### config.mk
export PLATFORM = sky130hd
export DESIGN_NAME = force_release_seq_flat
export DESIGN_NICKNAME = d
export VERILOG_FILES = /design/src/rtl/force_release_seq_pkg.sv /design/src/rtl/force_release_seq_if.sv /design/src/rtl/force_release_seq_len_timer.sv /design/src/rtl/force_release_seq.sv /design/src/flat_wrapper.sv
export SDC_FILE = /design/constraint.sdc
export NUM_CORES = 1
export LEC_CHECK = 0
export ABC_AREA = 1
export CAP_MARGIN = 10
export CORE_MARGIN = 2
export CORE_UTILIZATION = 52
export DETAILED_ROUTE_END_ITERATION = 10
export GPL_TIMING_DRIVEN = 0
export PLACE_DENSITY = 0.79
export SKIP_CTS_REPAIR_TIMING = 1
export SLEW_MARGIN = 20
export SYNTH_ARGS = -nofsm -noshare
export SYNTH_HDL_FRONTEND = slang
export SYNTH_SLANG_ARGS = --single-unit
### constraint.sdc
create_clock -name i_clk -period 2.5 [get_ports i_clk]
set_input_delay 0.375 -clock i_clk [delete_from_list [all_inputs] [get_ports i_clk]]
set_output_delay 0.375 -clock i_clk [all_outputs]
set_load 0.01 [all_outputs]
### src/rtl/force_release_seq_pkg.sv
// Shared types for the force/release sequencer: FSM states, per-state
// compare-target selection and a small helper that maps one to the other.
package force_release_pkg;

  typedef enum logic [2:0] {
    ST_IDLE,
    ST_FORCE,
    ST_RELEASE,
    ST_GAP,
    ST_DONE
  } fr_state_e;

  // What i_net is compared against in a given state.
  localparam logic [1:0] CHK_NONE   = 2'd0;
  localparam logic [1:0] CHK_FORCED = 2'd1;
  localparam logic [1:0] CHK_DRIVER = 2'd2;

  // Compare target per state; the settle mask is applied by the caller.
  function automatic logic [1:0] chk_mode(input fr_state_e st);
    case (st)
      ST_FORCE: return CHK_FORCED;
      ST_GAP:   return CHK_DRIVER;
      default:  return CHK_NONE;
    endcase
  endfunction

endpackage

### src/rtl/force_release_seq_if.sv
// Bus between the sequencer and its environment (target net + controller).
//   i_start/i_value : run request and iteration-0 force value
//   i_net/i_drv     : observed forced net and its normal driver value
//   o_*             : force/release controls, status and pass counter
// master = sequencer side, slave = environment side.
interface force_release_seq_if #(
  parameter int unsigned CNT_W = 8
);
  logic             i_start;
  logic             i_value;
  logic             i_net;
  logic             i_drv;
  logic             o_force;
  logic             o_force_value;
  logic             o_release;
  logic             o_busy;
  logic             o_done;
  logic             o_err;
  logic [CNT_W-1:0] o_pass_cnt;

  modport master (
    input  i_start, i_value, i_net, i_drv,
    output o_force, o_force_value, o_release, o_busy, o_done, o_err, o_pass_cnt
  );

  modport slave (
    output i_start, i_value, i_net, i_drv,
    input  o_force, o_force_value, o_release, o_busy, o_done, o_err, o_pass_cnt
  );
endinterface

### src/rtl/force_release_seq_len_timer.sv
// Loadable down-counter used to time both the FORCE and GAP phases.
//   i_clk, i_rst_n : clock, async active-low reset
//   i_load         : load i_load_val (phase length minus one)
//   o_last_c       : counter has reached zero (last cycle of the phase)
//   o_first_c      : first cycle after a load (settle-mask window)
module fr_len_timer #(
  parameter int unsigned W = 3
) (
  input  logic         i_clk,
  input  logic         i_rst_n,
  input  logic         i_load,
  input  logic [W-1:0] i_load_val,
  output logic         o_last_c,
  output logic         o_first_c
);

  logic [W-1:0] cnt_q;
  logic         first_q;

  // Count down to zero and hold; a load restarts the phase.
  always_ff @(posedge i_clk or negedge i_rst_n) begin
    if (!i_rst_n) begin
      cnt_q   <= '0;
      first_q <= 1'b0;
    end else if (i_load) begin
      cnt_q   <= i_load_val;
      first_q <= 1'b1;
    end else begin
      first_q <= 1'b0;
      if (cnt_q != '0) cnt_q <= cnt_q - W'(1);
    end
  end

  assign o_last_c  = (cnt_q == '0);
  assign o_first_c = first_q;

endmodule

### src/rtl/force_release_seq.sv
// Force/release stimulus-and-check sequencer. On an accepted start it runs
// ITERS iterations of FORCE (FORCE_LEN cycles), RELEASE (1 cycle) and
// GAP (GAP_LEN cycles), toggling the force value each iteration, checks the
// observed net against the forced value / normal driver and counts clean
// iterations.
//   i_clk, i_rst_n : clock, async active-low reset
//   bus            : force_release_seq_if master (requests in, controls and
//                    status out, all outputs registered)
module force_release_seq
  import force_release_pkg::*;
#(
  parameter int unsigned FORCE_LEN = 4,
  parameter int unsigned GAP_LEN   = 3,
  parameter int unsigned ITERS     = 2,
  parameter int unsigned CNT_W     = 8
) (
  input  logic                  i_clk,
  input  logic                  i_rst_n,
  force_release_seq_if.master   bus
);

  localparam int unsigned MAX_LEN = (FORCE_LEN > GAP_LEN) ? FORCE_LEN : GAP_LEN;
  localparam int unsigned TMR_W   = $clog2(MAX_LEN + 1);
  localparam int unsigned IDX_W   = (ITERS > 1) ? $clog2(ITERS) : 1;

  fr_state_e        state_q;
  logic             force_q;
  logic             force_value_q;
  logic             release_q;
  logic             busy_q;
  logic             done_q;
  logic             err_q;
  logic             iter_err_q;
  logic [IDX_W-1:0] idx_q;
  logic [CNT_W-1:0] pass_q;

  logic             tmr_load_c;
  logic [TMR_W-1:0] tmr_val_c;
  logic             tmr_last_c;
  logic             tmr_first_c;
  logic             more_iters_c;
  logic [1:0]       chk_c;
  logic             mismatch_c;

  fr_len_timer #(.W(TMR_W)) u_timer (
    .i_clk      (i_clk),
    .i_rst_n    (i_rst_n),
    .i_load     (tmr_load_c),
    .i_load_val (tmr_val_c),
    .o_last_c   (tmr_last_c),
    .o_first_c  (tmr_first_c)
  );

  assign more_iters_c = (idx_q < IDX_W'(ITERS - 1));

  // Timer loads on entry to FORCE (from IDLE or GAP) and on entry to GAP.
  always_comb begin
    tmr_load_c = 1'b0;
    tmr_val_c  = TMR_W'(FORCE_LEN - 1);
    case (state_q)
      ST_IDLE:    tmr_load_c = bus.i_start;
      ST_RELEASE: begin
        tmr_load_c = 1'b1;
        tmr_val_c  = TMR_W'(GAP_LEN - 1);
      end
      ST_GAP:     tmr_load_c = tmr_last_c && more_iters_c;
      default:    ;
    endcase
  end

  // Net check; the first cycle of each phase is masked to let the net settle.
  always_comb begin
    chk_c      = tmr_first_c ? CHK_NONE : chk_mode(state_q);
    mismatch_c = 1'b0;
    case (chk_c)
      CHK_FORCED: mismatch_c = (bus.i_net != force_value_q);
      CHK_DRIVER: mismatch_c = (bus.i_net != bus.i_drv);
      default:    mismatch_c = 1'b0;
    endcase
  end

  // Sequencer FSM with registered outputs, iteration index and counters.
  always_ff @(posedge i_clk or negedge i_rst_n) begin
    if (!i_rst_n) begin
      state_q       <= ST_IDLE;
      force_q       <= 1'b0;
      force_value_q <= 1'b0;
      release_q     <= 1'b0;
      busy_q        <= 1'b0;
      done_q        <= 1'b0;
      err_q         <= 1'b0;
      iter_err_q    <= 1'b0;
      idx_q         <= '0;
      pass_q        <= '0;
    end else begin
      release_q <= 1'b0;
      done_q    <= 1'b0;
      if (mismatch_c) begin
        err_q      <= 1'b1;
        iter_err_q <= 1'b1;
      end
      case (state_q)
        ST_IDLE: begin
          if (bus.i_start) begin
            state_q       <= ST_FORCE;
            force_q       <= 1'b1;
            busy_q        <= 1'b1;
            force_value_q <= bus.i_value;
            err_q         <= 1'b0;
            iter_err_q    <= 1'b0;
            idx_q         <= '0;
            pass_q        <= '0;
          end
        end
        ST_FORCE: begin
          if (tmr_last_c) begin
            state_q   <= ST_RELEASE;
            force_q   <= 1'b0;
            release_q <= 1'b1;
          end
        end
        ST_RELEASE: begin
          state_q <= ST_GAP;
        end
        ST_GAP: begin
          if (tmr_last_c) begin
            // Same-cycle mismatch counts against this iteration.
            if (!(iter_err_q || mismatch_c) && (pass_q != '1)) begin
              pass_q <= pass_q + CNT_W'(1);
            end
            if (more_iters_c) begin
              state_q       <= ST_FORCE;
              force_q       <= 1'b1;
              force_value_q <= ~force_value_q;
              idx_q         <= idx_q + IDX_W'(1);
              iter_err_q    <= 1'b0;
            end else begin
              state_q <= ST_DONE;
              done_q  <= 1'b1;
            end
          end
        end
        ST_DONE: begin
          state_q <= ST_IDLE;
          busy_q  <= 1'b0;
        end
        default: state_q <= ST_IDLE;
      endcase
    end
  end

  assign bus.o_force       = force_q;
  assign bus.o_force_value = force_value_q;
  assign bus.o_release     = release_q;
  assign bus.o_busy        = busy_q;
  assign bus.o_done        = done_q;
  assign bus.o_err         = err_q;
  assign bus.o_pass_cnt    = pass_q;

endmodule
### src/flat_wrapper.sv
// flat-port wrapper written by rule: the top's interface ports become plain ports
module force_release_seq_flat import force_release_pkg::*;
#(
  parameter int unsigned FORCE_LEN = 4,
  parameter int unsigned GAP_LEN   = 3,
  parameter int unsigned ITERS     = 2,
  parameter int unsigned CNT_W     = 8
)
  (i_clk, i_rst_n, bus_i_start, bus_i_value, bus_i_net, bus_i_drv, bus_o_force, bus_o_force_value, bus_o_release, bus_o_busy, bus_o_done, bus_o_err, bus_o_pass_cnt);
  force_release_seq_if #(.CNT_W(CNT_W)) bus_i ();
  input  logic i_clk;
  input  logic i_rst_n;
  input wire logic [$bits(bus_i.i_start)-1:0] bus_i_start;
  input wire logic [$bits(bus_i.i_value)-1:0] bus_i_value;
  input wire logic [$bits(bus_i.i_net)-1:0] bus_i_net;
  input wire logic [$bits(bus_i.i_drv)-1:0] bus_i_drv;
  output wire logic [$bits(bus_i.o_force)-1:0] bus_o_force;
  output wire logic [$bits(bus_i.o_force_value)-1:0] bus_o_force_value;
  output wire logic [$bits(bus_i.o_release)-1:0] bus_o_release;
  output wire logic [$bits(bus_i.o_busy)-1:0] bus_o_busy;
  output wire logic [$bits(bus_i.o_done)-1:0] bus_o_done;
  output wire logic [$bits(bus_i.o_err)-1:0] bus_o_err;
  output wire logic [$bits(bus_i.o_pass_cnt)-1:0] bus_o_pass_cnt;
  assign bus_i.i_start = bus_i_start;
  assign bus_i.i_value = bus_i_value;
  assign bus_i.i_net = bus_i_net;
  assign bus_i.i_drv = bus_i_drv;
  assign bus_o_force = bus_i.o_force;
  assign bus_o_force_value = bus_i.o_force_value;
  assign bus_o_release = bus_i.o_release;
  assign bus_o_busy = bus_i.o_busy;
  assign bus_o_done = bus_i.o_done;
  assign bus_o_err = bus_i.o_err;
  assign bus_o_pass_cnt = bus_i.o_pass_cnt;
  force_release_seq #(.FORCE_LEN(FORCE_LEN), .GAP_LEN(GAP_LEN), .ITERS(ITERS), .CNT_W(CNT_W)) u_core (.i_clk(i_clk), .i_rst_n(i_rst_n), .bus(bus_i));
endmodule
# Word level (Yosys, flattened, before mapping)
# Index checks and enable logic that the tools add are counted.
# word_totals
memories	0
latchBits	0
mem_bits_ro	0
mem_bits_rw	0
out_inout_bits	14
ff_bits	23
wordCells	91
inputBits	6
# classes
n_eq_ne	14
shifts	0
n_lt_le_gt_ge	1
n_div	0
mux	44
n_bitwise	1
reduce_logical	16
addsub	3
mul	0
# op_table
cell	n
1-bit two-way mux	24
8-bit two-way mux	3
3-bit two-way mux	6
8-bit one-hot mux with 2 select lines	1
3-bit one-hot mux with 4 select lines	1
1-bit one-hot mux with 2 select lines	5
8-bit by 1-bit adder with 8-bit output (second input constant)	1
2-bit by 1-bit inequality test with 1-bit output (second input constant)	4
8-bit inequality test (second input constant)	1
4-bit AND reduction	2
3-bit by 2-bit == test with 1-bit output (second input constant)	2
3-bit zero test	2
1-bit one-hot mux with 3 select lines	2
2-bit nonzero test	3
3-bit nonzero test	2
5-bit AND reduction	1
2-bit one-hot mux with 2 select lines	1
3-bit by 1-bit == test with 1-bit output (second input constant)	1
3-bit == test (second input constant)	1
3-bit AND reduction	1
3-bit by 1-bit subtractor with 3-bit output (second input constant)	1
2-bit by 1-bit == test with 1-bit output (second input constant)	1
2-bit == test (second input constant)	1
1-bit logical AND	2
9 further kinds	10

# Longest topological paths before layout
# logic_depth
ltp_word	11
depth_mapped	13
ltp_nobuf	13

# By module
# Synthesis repeated with hierarchy kept, for this count alone.
# unflattened
hier_cells	186
area_unflattened_um2	1390.1
# modules_own_cells
mod	instances	area_each_um2	cells_each	seq_area_each_um2
force_release_seq	1	1157.4	155	475.5
fr_len_timer	1	232.7	31	100.1

# Least setup slack after synthesis
# No wires, ideal clock.
# synth_path
kind	register -> register
from	reg u_core.state_q[2]
to	reg u_core.pass_q[5], in the netlist u_core.bus.o_pass_cnt[5]
stages_incl_launch_ff	13
setup_time_ps	117
required_time_ps	2383
arrival_time_ps	1777
path_buffers	0
synth_period_minus_slack_ps	1895
setup_slack_ps	605
path_cell_list	dfrtp_1 -> inv_1 -> nand3_1 -> or2_2 -> ha_1 -> nand2_1 -> nand3_1 -> nand3_1 -> nand3_1 -> nand2_2 -> nand2_4 -> nand2_1 -> nand2_1
# synth_between
elab_chain_cells	10
elab_cells_between_ends	17
classes_between	eq/ne (7); mux (4); reduce/logical (6)
# synth_rtl
element	line_no	text
start, declared	force_release_seq.sv:26	fr_state_e state_q;
start signal, assigned	force_release_seq.sv:85	state_q <= ST_IDLE;
start signal, assigned	force_release_seq.sv:105	state_q <= ST_FORCE;
start signal, assigned	force_release_seq.sv:117	state_q <= ST_RELEASE;
3-bit by 2-bit == test with 1-bit output or 3-bit by 1-bit == test with 1-bit output (tied branches)	force_release_seq_pkg.sv:20, force_release_seq.sv:102	
2-bit one-hot mux with 2 select lines	force_release_seq_pkg.sv:20	case (st)
2-bit two-way mux	force_release_seq.sv:73	chk_c = tmr_first_c ? CHK_NONE : chk_mode(state_q);
2-bit == test or 2-bit by 1-bit == test with 1-bit output (tied branches)	force_release_seq.sv:75	case (chk_c)
1-bit one-hot mux with 2 select lines	force_release_seq.sv:75	
1-bit logical OR	force_release_seq.sv:128	if (!(iter_err_q || mismatch_c) && (pass_q != '1)) begin
1-bit zero test	force_release_seq.sv:128	
1-bit logical AND	force_release_seq.sv:128	
2-bit by 1-bit inequality test with 1-bit output (no source line)	-	
4-bit AND reduction (no source line)	-	
end signal, assigned	force_release_seq.sv:129	pass_q <= pass_q + CNT_W'(1);
end, declared	force_release_seq.sv:35	logic [CNT_W-1:0] pass_q;
# Several ways; a longest one is shown, not always the timed one.
# A chain may end at the register's enable or synchronous reset.

# Worst setup path after layout
# Ends and elaborated chain as after synthesis.

==> run_results.csv <==
group,metric,value,unit
routing,routed_wl,2621,um
floorplanning,initial_core_util,56.44,%
global_routing,grt.total_usage,23.24,%
clock_network,cts_root_buf,"clkbuf_4",
floorplanning,die_h,53.47,um
layout,final_common_cell,"nand2_1",
synth,yosys_warnings,0,
setup_path,rrSetupSlack,0.31,ns
clock_network,clock-sinks,23,
flow_run,maxCapViolations,0,
timing,slew_viol_final,0,
setup_path,crit_chain,"inv_1 -> nand3_1 -> or2_2 -> ha_1 -> nand2_1 -> nand3_1 -> nand3_1 -> nand3_1 -> nand2_2 -> nand2_4 -> nand2_1 -> nand2_1",
setup_path,cp_slowest_stage_delay,0.42,ns
status,status,"completed",
power,internal-power,0.8423,mW
timing,fmax,456.4,MHz
synth,synth.area.top_cells,"dfrtp_1 45%, nand2_1 12%, nand3_1 7.9%",
layout,nFillCells,195,
synth,synth_edf_count,0,
routing,drt_pre_antenna_iters,5,
power,p_leak,0.7680,nW
place,dpl_cell_area,0.001498,mm2
clock_network,cts_tree,"built",
power,ir_worst_vdd,780.8,uV
layout,antenna_cells,0,
power,p_switching,0.7062,mW
layout,drive_gt1_share,9.140,%
setup_path,crit_buf_inv,1,
timing,setup_viol_count_final,0,
clock_network,cts_max_level,1,
power,seqPwrFrac,36.9,%
layout,area_growth,19.47,%
routing,num_vias,1114,
clock_network,clock_latency,0.32,ns
floorplanning,die_w,53.47,um
setup_path,cp-start-kind,"flop",
global_routing,grt_pass1_wl,4774,um
routing,drt_iter0_drc,30,
min_path,hold_path.class,"primary input to async pin",
setup_path,worstPathRequired,2.73,ns
setup_path,r2r_cells,12,
setup_path,crit_start,"u_core.state_q[2]",
timing,period_minus_slack,2.191,ns
synth,yosysSeqAreaShare,45.23,%
power,p_total,1.548,mW
setup_path,timing.rr.end,"u_core.bus.o_pass_cnt[5]",
clock_network,cts_buffers,3,
global_routing,grt_max_degree,24,
synth,syn_area,0.001272,mm2
floorplanning,coreArea,0.002255,mm2
floorplanning,io-pin-count,20,
setup_path,path_class,"flop to flop",
timing,hold_viol,0,
place,port_buffers,19,
place,place.gp.congestion,0.8357,
power,p_clk_share,11.5,%
global_routing,grt_overflow,0,
setup_path,cp-end-kind,"flop",
setup_path,crit_family,"simple AND/OR/NAND/NOR gates",
timing,finalSetupTns,0,ns
global_routing,grt_pass1_vias,1094,
place,place_inst,210,
setup_path,crit_cells,12,
routing,wl_per_cell,12.25,um
floorplanning,dieArea,0.002859,mm2
synth,synth_cell_type_count,26,
setup_path,rr_startpoint,"u_core.state_q[2]",
synth,synth_cells,163,
timing,setup_slack,0.3091,ns
clock_network,cts.path.max_buffers,2,
setup_path,endpoint,"u_core.bus.o_pass_cnt[5]",
clock_network,clk_pin_slew,0.13,ns
timing,skew,0.009903,ns
timing,period_share,87.64,%
synth,ys.flop_type,"dfrtp_1",
routing,ant_nets,0,
routing,routed_via_density,5.206,
synth,yosys.area.top_type,"dfrtp_1",
global_routing,antenna_found_initial,0,
synth,synth_nets,173,
setup_path,worstPathMaxFanout,9,
synth,synth_top_area_share,45.23,%
synth,ys_ff_latch,23,
layout,final_cell_mix,"40 x nand2_1, 26 x inv_1, 23 x dfrtp_1",
place,pre_cts_ws,0.3274,ns
power,combPwrFrac,51.7,%
layout,layout.nets,197,
layout,finalNonFillerCells,214,
place,dpl.hpwl,1917,um
power,p_per_area,1019,mW/mm2
routing,drc,0,
synth,synth-async-reset-ratio,100.0,%
timing,worst_pin_slew,0.5180,ns
power,swShare,45.61,%
setup_path,slowest_stage,"dfrtp_1",
setup_path,cp.arrival,2.42,ns
timing,maxSlewHeadroom,65.47,%
timing,rsz0062_at_grt,"false",
setup_path,cpMostUsedCell,"nand3_1",
floorplanning,num_rows,17,
synth,syn_avg_cell_area,7.807,um2
layout,fin_area,0.001520,mm2
area by class of cell:
| class | instances | area [um2] | share of cell area, % |
|---|---|---|---|
| Clock inverter | 1 | 5.005 | 0.3292 |
| Inverter | 27 | 101.3 | 6.667 |
| Sequential cell | 23 | 575.6 | 37.86 |
| Clock buffer | 3 | 22.52 | 1.481 |
| Timing Repair Buffer | 19 | 185.2 | 12.18 |
| Tap cell | 28 | 35.03 | 2.305 |
| Multi-Input combinational cell | 113 | 595.6 | 39.18 |
routing by layer:
layer	global-route usage, %	wire length [um]
met1	30.11	1187
met2	39.92	1282
met3	2.542	110
met4	7.692	41
met5	0	0
sequential cells by signal, summed over array words and instances, names as in the netlist:
register,count
u_core.iter_err_q,1
u_core.bus.o_pass_cnt,8
u_core.bus.o_release,1
u_core.bus.o_done,1
u_core.bus.o_err,1
u_core.u_timer.o_first_c,1
u_core.bus.o_force_value,1
u_core.bus.o_busy,1
u_core.bus.o_force,1
u_core.state_q,3
u_core.u_timer.cnt_q,3
u_core.idx_q,1
logic make-up after synthesis:
kind of cell / after synthesis / share of synthesized area (%)
simple gates: 92 / 33.73
buf+inv: 27 / 7.964
flops: 23 / 45.23
compound gates: 16 / 8.458
fa+ha+maj: 4 / 3.933
xor+xnor: 1 / 0.6884
through the flow:
stage          utilization [%]  hold WS [ns]
3_3_place_gp             66.43        0.4828
3_5_place_dp             66.43        0.4997
5_1_grt                  67.43       0.03713
2_1_floorplan                -       0.07941
4_1_cts                  67.65        0.5302
6_report                 67.43      0.004594
how the worst min path moves through the flow:
stage	from	end	slack [ns]	cells past startpoint
6_report	i_rst_n	u_core.bus.o_pass_cnt[0]	0.005	1
5_1_grt	i_rst_n	u_core.bus.o_busy	0.04	1
4_1_cts	u_core.idx_q	u_core.idx_q	0.53	2
3_5_place_dp	u_core.idx_q	u_core.idx_q	0.50	2
3_3_place_gp	u_core.idx_q	u_core.idx_q	0.48	2
2_1_floorplan	i_rst_n	u_core.bus.o_busy	0.08	0
power by group through the flow:
stage / Sequential, mW / Clock (mW) / Combinational [mW]
after floorplan: 0.583 / 0 / 0.547
after global placement: 0.569 / 0 / 0.760
after detailed placement: 0.578 / 0 / 0.798
after CTS: 0.570 / 0.178 / 0.804
after global routing: 0.584 / 0.198 / 0.908
final: 0.571 / 0.178 / 0.800
Yosys cell counts (2+ instances only):
master / n
inv_1: 26
nand2_1: 40
nor3_1: 2
a21oi_1: 4
ha_1: 4
o21ai_0: 5
nand2_2: 2
nor2_1: 20
nand2_4: 2
dfrtp_1: 23
nand3_1: 20
(Power assumes the default switching activity.)
